## src/rtl/reception_dispatcher.sv

```systemverilog
// Two-doctor reception desk: FIFO of patient check-ins with sequential tokens,
// head-of-line dispatch to free doctors and per-doctor consultation timers.
module reception_dispatcher #(
   parameter int unsigned DEPTH     = 8,
   parameter int unsigned TOKEN_W   = 8,
   parameter int unsigned CONSULT_A = 10,
   parameter int unsigned CONSULT_B = 6
) (
   input  logic                     clk,
   input  logic                     rst,
   input  logic                     start,
   input  logic [1:0]               query,
   output logic                     A,
   output logic                     B,
   output logic [1:0]               msg,
   output logic                     assign_valid,
   output logic [TOKEN_W-1:0]       token_out,
   output logic [TOKEN_W-1:0]       token_in,
   output logic                     reject,
   output logic [$clog2(DEPTH):0]   queue_count,
   output logic                     full,
   output logic                     empty
);

   localparam int unsigned PTR_W = $clog2(DEPTH);
   localparam int unsigned CNT_W = PTR_W + 1;
   localparam int unsigned CA_W  = (CONSULT_A > 1) ? $clog2(CONSULT_A) : 1;
   localparam int unsigned CB_W  = (CONSULT_B > 1) ? $clog2(CONSULT_B) : 1;

   typedef enum logic [0:0] {StIdle, StConsult} doc_state_e;

   logic [1:0]         pref_q [DEPTH];
   logic [TOKEN_W-1:0] tok_q  [DEPTH];
   logic [PTR_W-1:0]   wr_ptr_q, rd_ptr_q;
   logic [CNT_W-1:0]   count_q, count_d;
   logic [TOKEN_W-1:0] tok_cnt_q;

   doc_state_e         state_a_q, state_a_d, state_b_q, state_b_d;
   logic [CA_W-1:0]    cnt_a_q, cnt_a_d;
   logic [CB_W-1:0]    cnt_b_q, cnt_b_d;

   logic               req, push, rej, pop, give_a, give_b;
   logic [1:0]         head_pref;
   logic [TOKEN_W-1:0] head_tok;

   assign full        = (count_q == CNT_W'(DEPTH));
   assign empty       = (count_q == '0);
   assign queue_count = count_q;

   // A check-in is judged against the registered full flag only.
   assign req  = start && (query != 2'b00);
   assign push = req && !full;
   assign rej  = req && full;

   assign head_pref = pref_q[rd_ptr_q];
   assign head_tok  = tok_q[rd_ptr_q];

   // Strict FIFO: only the head is considered; "either" prefers doctor A.
   always_comb begin
      give_a = 1'b0;
      give_b = 1'b0;
      if (!empty) begin
         if (head_pref[0] && !A) begin
            give_a = 1'b1;
         end else if (head_pref[1] && !B) begin
            give_b = 1'b1;
         end
      end
   end

   assign pop = give_a || give_b;

   always_comb begin
      count_d = count_q;
      if (push && !pop) begin
         count_d = count_q + CNT_W'(1);
      end else if (!push && pop) begin
         count_d = count_q - CNT_W'(1);
      end
   end

   always_ff @(posedge clk or posedge rst) begin
      if (rst) begin
         for (int i = 0; i < DEPTH; i++) begin
            pref_q[i] <= 2'b00;
            tok_q[i]  <= '0;
         end
         wr_ptr_q     <= '0;
         rd_ptr_q     <= '0;
         count_q      <= '0;
         tok_cnt_q    <= '0;
         token_in     <= '0;
         token_out    <= '0;
         msg          <= 2'b00;
         assign_valid <= 1'b0;
         reject       <= 1'b0;
      end else begin
         count_q      <= count_d;
         reject       <= rej;
         assign_valid <= pop;
         if (push) begin
            pref_q[wr_ptr_q] <= query;
            tok_q[wr_ptr_q]  <= tok_cnt_q;
            wr_ptr_q         <= wr_ptr_q + PTR_W'(1);
            token_in         <= tok_cnt_q;
            tok_cnt_q        <= tok_cnt_q + TOKEN_W'(1);
         end
         if (pop) begin
            rd_ptr_q  <= rd_ptr_q + PTR_W'(1);
            token_out <= head_tok;
            msg       <= give_a ? 2'b10 : 2'b01;
         end else begin
            msg <= 2'b00;
         end
      end
   end

   // Doctor timers: state register.
   always_ff @(posedge clk or posedge rst) begin
      if (rst) begin
         state_a_q <= StIdle;
         state_b_q <= StIdle;
         cnt_a_q   <= '0;
         cnt_b_q   <= '0;
      end else begin
         state_a_q <= state_a_d;
         state_b_q <= state_b_d;
         cnt_a_q   <= cnt_a_d;
         cnt_b_q   <= cnt_b_d;
      end
   end

   // Busy lasts exactly CONSULT_x cycles: load CONSULT_x-1, release on zero.
   always_comb begin
      state_a_d = state_a_q;
      cnt_a_d   = cnt_a_q;
      unique case (state_a_q)
         StIdle: begin
            if (give_a) begin
               state_a_d = StConsult;
               cnt_a_d   = CA_W'(CONSULT_A - 1);
            end
         end
         StConsult: begin
            if (cnt_a_q == '0) begin
               state_a_d = StIdle;
            end else begin
               cnt_a_d = cnt_a_q - CA_W'(1);
            end
         end
         default: state_a_d = StIdle;
      endcase

      state_b_d = state_b_q;
      cnt_b_d   = cnt_b_q;
      unique case (state_b_q)
         StIdle: begin
            if (give_b) begin
               state_b_d = StConsult;
               cnt_b_d   = CB_W'(CONSULT_B - 1);
            end
         end
         StConsult: begin
            if (cnt_b_q == '0) begin
               state_b_d = StIdle;
            end else begin
               cnt_b_d = cnt_b_q - CB_W'(1);
            end
         end
         default: state_b_d = StIdle;
      endcase
   end

   always_comb begin
      A = (state_a_q == StConsult);
      B = (state_b_q == StConsult);
   end

endmodule

```

## config.mk

```make
export PLATFORM = sky130hd
export DESIGN_NAME = reception_dispatcher
export DESIGN_NICKNAME = d
export VERILOG_FILES = /design/src/rtl/reception_dispatcher.sv
export SDC_FILE = /design/constraint.sdc
export NUM_CORES = 1
export LEC_CHECK = 0
export CAP_MARGIN = 20
export CORE_ASPECT_RATIO = 1.4
export CORE_MARGIN = 8
export CORE_UTILIZATION = 45
export CTS_CLUSTER_SIZE = 10
export DETAILED_ROUTE_END_ITERATION = 7
export GPL_TIMING_DRIVEN = 0
export PLACE_DENSITY = 0.64
export SYNTH_ARGS = -nofsm -noshare
export SYNTH_HDL_FRONTEND = slang
export SYNTH_SLANG_ARGS = --single-unit
```

## constraint.sdc

```tcl
create_clock -name clk -period 5.58 [get_ports clk]
set_clock_uncertainty 0.05 [all_clocks]
set_input_delay 1.395 -clock clk [delete_from_list [all_inputs] [get_ports clk]]
set_output_delay 1.395 -clock clk [all_outputs]
set_load 0.02 [all_outputs]
```

Word level (Yosys, flattened, before mapping):

Cells that the tools add are included.

* register bits: 127
* word-level logic and storage cells: 102

* equality and inequality tests: 5
* add/sub/neg operators: 7
* mux-type cells: 33
* order comparisons: 3
* reduce and logical (&&, ||, !) cells: 21
* bitwise logic cells: 4

Operators by type and width (number)
* 64-bit bitwise mux: 1
* 8-bit binary-select mux with 3-bit select: 1
* 8-bit demux with 3-bit select: 1
* 8-bit 2-to-1 mux: 3
* 16-bit bitwise mux: 1
* 4-bit 2-to-1 mux: 4
* 2-bit 2-to-1 mux: 5
* 1-bit 2-to-1 mux: 9
* 8-bit by 1-bit adder with 8-bit output, second input constant: 1
* 4-bit >= comparator, second input constant: 2
* 1-bit logical AND: 8
* 4-bit logical NOT: 2
* 2-bit inequality test, second input constant: 4
* 3-bit inverter with 4-bit output: 2
* 4-bit case mux with 2 select lines: 1
* 4-bit by 1-bit subtractor with 4-bit output, second input constant: 2
* 3-bit by 1-bit adder with 3-bit output, second input constant: 2
* 2-bit binary-select mux with 3-bit select: 1
* 2-bit demux with 3-bit select: 1
* 3-bit 2-to-1 mux: 2
* 3-bit case mux with 2 select lines: 1
* 1-bit logical NOT: 5
* 4-bit by 1-bit adder with 4-bit output, second input constant: 1
* 4-bit == test, second input constant: 1
* other kinds (8): 12

Logic depth before layout (Yosys ltp):

Gate-level depths: netlist of the first run.

* depth after elaboration: 12
* mapped depth: 17

Worst setup path before layout of the first run:

No wires, ideal clock.

* kind: input to register
* start: input port query[0]
* end: register count_q[3], in the netlist queue_count[3]
* library setup time: 0.132 ns
* arrival: 3.462 ns
* setup slack: 1.936 ns
* stages: 12
* data required time: 5.398 ns
* cell sequence: o21ai_0 nor2_1 buf_2 buf_2 ha_1 inv_1 ha_1 a21o_1 a21oi_1 xnor2_1 nor2_1 xor2_1

* cells in the longest elaborated chain, start to end: 6

RTL lines
* start, declared: line 12 `input logic [1:0] query,`
* 2-bit nonzero test *: line 51 `assign req = start && (query != 2'b00);`
* 1-bit logical AND *: line 51
* 1-bit logical AND *: line 52 `assign push = req && !full;`
* via push: line 42 `logic req, push, rej, pop, give_a, give_b;`
* 1-bit logical NOT: line 77 `end else if (!push && pop) begin`
* 1-bit logical AND: line 77
* 2-bit nonzero test (no line)
* end signal, assigned: line 98 `count_q <= count_d;`
* end, declared: line 35 `logic [CNT_W-1:0] count_q, count_d;`

Mark *: on every way through the listed nets, which the timed path passes. The rest lies on a longest branch.
A chain may end at the register's enable or synchronous reset.

Worst setup path after layout of the first run:

Same ends and word-level chain as after synthesis.

==> results.ini, run 1 <==
[status]
status = finished, final reports clean

[clock_network]
clk_pin_slew_worst_paths_ns = 0.06
cts_tree = built
ctsRootBufferMaster = clkbuf_16
cts_max_level = 4
clk_path_buf_depth = 2
cts_hold_buffers = 0
cts_made_buffers = 17
ctsResizeCount = 0
clock-sinks = 127
post-cts-setup-buffers = 0
insertion_delay_ns = 0.42

[timing]
drv_slew = 0
rsz0062_at_grt = false
worstMarginPinSlew_ns = 0.9690
fin_crit_sh = 0.7899
max_slew_margin = 0.3491
setup_viol = 0
fmax_ghz = 0.2269
hold_viol = 0
min_period_ns = 4.408

[logic_synthesis]
synth_area_per_cell_um2 = 14.61
syn_nets = 410
synth.cell_area_um2 = 5769
synthDominantCellAreaShare = 0.5509
synth_top_cell_by_area = dfrtp_1
postSynthCellCount = 395
yosysSeqAreaShare = 0.5509
yosys_register_bits = 127
synth_warnings = 0
ys_top_cells_by_area = dfrtp_1 55%, mux2_2 20%, mux4_2 6.2%, ha_1 2.0%, mux2_4 1.8%
synth_cell_types = 44

[route]
routed_via_density = 5.434
drt.antenna.violating_nets = 0
wl_um = 11740
drc = 0
drt_iter0_drc = 153
routedWlPerCell_um = 19.15
first_pass_iters = 4
via_count = 3331

[critical_path]
startpoint = query[0]
arrival_ns = 4.65
required_ns = 5.82
path_max_fanout = 10
r2r_end = queue_count[3]$_DFFE_PP0P_
critPathLaunchType = input port
r2r-start = queue_count[1]$_DFFE_PP0P_
cp-endpoint = queue_count[3]$_DFFE_PP0P_
r2r_slack_ns = 2.01
reg2reg_depth = 16
end_kind = flip-flop
worstSetupPathType = in2reg

[floorplanning]
floorplan.die.height_um = 150.0
dieWidth_um = 111.7
die_area_um2 = 16750
coreArea_um2 = 12690
rows = 49
floorplan.initialDensity = 0.4546
ios = 33

[global_route]
gr-total-overflow = 0
grt_max_degree = 81
grt_pass1_wl_um = 19310
grt.total_usage = 0.1537
first_global_vias = 3535
antenna_found_initial = 0

[worst_hold_path]
hold_path_class = reg2reg
holdPathStages = 1
worstHoldStart = tok_q[2]$_DFFE_PP0P_

[finish]
instances_no_fill = 613
area_growth_syn_to_layout_pct = 20.36
insertedDiodeCount = 0
nets = 462
fin_area_um2 = 6944
drive_above_1_share = 0.3804

[pwr]
powerDensity_nw_per_um2 = 636.8
p_clk_frac = 0.261
p_sw_w = 0.001424
pwr-share-seq = 0.338
p_int_w = 0.002998
power_frac_comb = 0.401
power.leakage_nw = 3.121
irDropWorstVdd_uv = 356.5
power.total_w = 0.004422
swShare = 0.3220

[place]
gp_congestion = 0.7327
hpwl_um = 7698
postPlaceCellArea_um2 = 6322
placedCellCount = 581
portBuffers = 32

[run]
cap_violations = 0

## cells in the final DEF, fill, tap and decap left out, types with 8 or more instances in the layout
master	n
inv_1	13
buf_2	8
nand2_1	12
clkbuf_1	16
clkbuf_16	17
mux2_2	103
clkdlybuf4s50_1	32
xnor2_1	12
dfrtp_1	127
mux2i_1	8
mux4_2	16
ha_1	9
## power by group through the flow
stage	sequential, W	clock, W	combinational, W
2_1_floorplan	0.00154	0	0.00126
3_3_place_gp	0.00149	0	0.00175
3_5_place_dp	0.00151	0	0.00180
4_1_cts	0.00149	0.00118	0.00181
5_1_grt	0.00154	0.00122	0.00194
6_report	0.00149	0.00116	0.00177
## layout make-up
| class | instances | area, µm² |
|---|---|---|
| Timing Repair Buffer | 33 | 347.8 |
| Clock inverter | 12 | 165.2 |
| Buffer | 28 | 146.4 |
| Inverter | 14 | 57.56 |
| Sequential cell | 127 | 3178 |
| Clock buffer | 20 | 456.7 |
| Tap cell | 153 | 191.4 |
| Fill cell | 1046 | 5747 |
| Multi-Input combinational cell | 226 | 2401 |
## cells in the mapped netlist (all sizes together)
| cell | n |
|---|---|
| a21bo | 1 |
| a21boi | 1 |
| a21o | 1 |
| a21oi | 3 |
| a221oi | 1 |
| a22o | 1 |
| a22oi | 2 |
| a31o | 1 |
| and3 | 1 |
| and4 | 2 |
| buf | 13 |
| clkbuf | 15 |
| dfrtp | 127 |
| fa | 1 |
| ha | 9 |
| inv | 14 |
| mux2 | 110 |
| mux2i | 8 |
| mux4 | 16 |
| nand2 | 12 |
| nand3 | 5 |
| nand3b | 1 |
| nand4 | 5 |
| nand4b | 3 |
| nor2 | 7 |
| nor2b | 4 |
| nor4 | 3 |
| nor4b | 2 |
| nor4bb | 2 |
| o211ai | 1 |
| o21ai | 3 |
| o22ai | 1 |
| o31ai | 1 |
| or2 | 1 |
| or3b | 1 |
| xnor2 | 12 |
| xor2 | 4 |
## state kept, by name, summed over array words and instances (netlist names)
signal and cells:
tok_q 64, reject 1, A 1, queue_count 4, cnt_a_q 4, cnt_b_q 3
assign_valid 1, msg 2, B 1, wr_ptr_q 3, tok_cnt_q 8, pref_q 16
token_in 8, token_out 8, rd_ptr_q 3
## how the worst min path moves through the flow
stage,slack (ns),to
after floorplan,0.42,tok_q[15]$_DFFE_PP0P_
after global placement,0.43,tok_q[10]$_DFFE_PP0P_
after detailed placement,0.44,tok_q[33]$_DFFE_PP0P_
after CTS,0.45,tok_q[0]$_DFFE_PP0P_
after global routing,0.46,tok_q[21]$_DFFE_PP0P_
final,0.45,tok_q[2]$_DFFE_PP0P_
## logic make-up (layout without fill, tap and decap cells)
group,after synthesis,in the layout,synth area share
adders and majority gates,10,10,0.02299
muxes,134,134,0.2956
AOI/OAI and AO/OA,17,17,0.02039
DFF,127,127,0.5509
and+or+nand+nor,49,49,0.05140
buffers and inverters,42,107,0.03448
xor gates and xnor gates,16,16,0.02429
## critical path: stages
cell	delay, ns
clkdlybuf4s50_1	0.56
o21ai_0	0.68
nor2_1	0.22
buf_2	0.27
buf_2	0.23
ha_1	0.25
inv_1	0.12
ha_1	0.24
a21o_1	0.17
a21oi_1	0.16
xnor2_1	0.13
nor2_1	0.07
xor2_1	0.14
## metal layers
layer | global-route usage | up-vias | share of wire
li1 | - | 1520 | -
met1 | 0.1820 | 1737 | 0.43
met2 | 0.2525 | 50 | 0.51
met3 | 0.04362 | 24 | 0.038
met4 | 0.07618 | 0 | 0.025
met5 | 0 | - | 0
## stage by stage
step	hold slack [ns]	util	worst slack, ns	TNS, ns
CTS	0.4533	0.5472	1.185	0
detailed placement	0.4410	0.4982	0.7553	0
floorplan	0.4239	-	0.7507	0
finish	0.4501	0.5472	1.172	0
global placement	0.4319	0.4949	-0.9250	-115.88
global route	0.4636	0.5472	0.9877	0
No activity file was read; power rests on OpenSTA's default activity.
==> run 2: changes to the inputs <==
==> constraint.sdc (replaced) <==
create_clock -name clk -period 4.6 [get_ports clk]
set_clock_uncertainty 0.05 [all_clocks]
set_input_delay 1.15 -clock clk [delete_from_list [all_inputs] [get_ports clk]]
set_output_delay 1.15 -clock clk [all_outputs]
set_load 0.02 [all_outputs]
==> results of run 2 <==
Same layout as run 1 (identical final DEF). Status: finished, final reports clean.
Among the figures that moved: setup slack after placement 0.7553 ns -> 0.02029 ns; setup slack after layout 1.172 ns -> 0.4371 ns; register-to-register setup slack 2.01 ns -> 1.03 ns; total power 0.004422 W -> 0.005364 W; worst IR drop on VDD 356.5 µV -> 432.4 µV
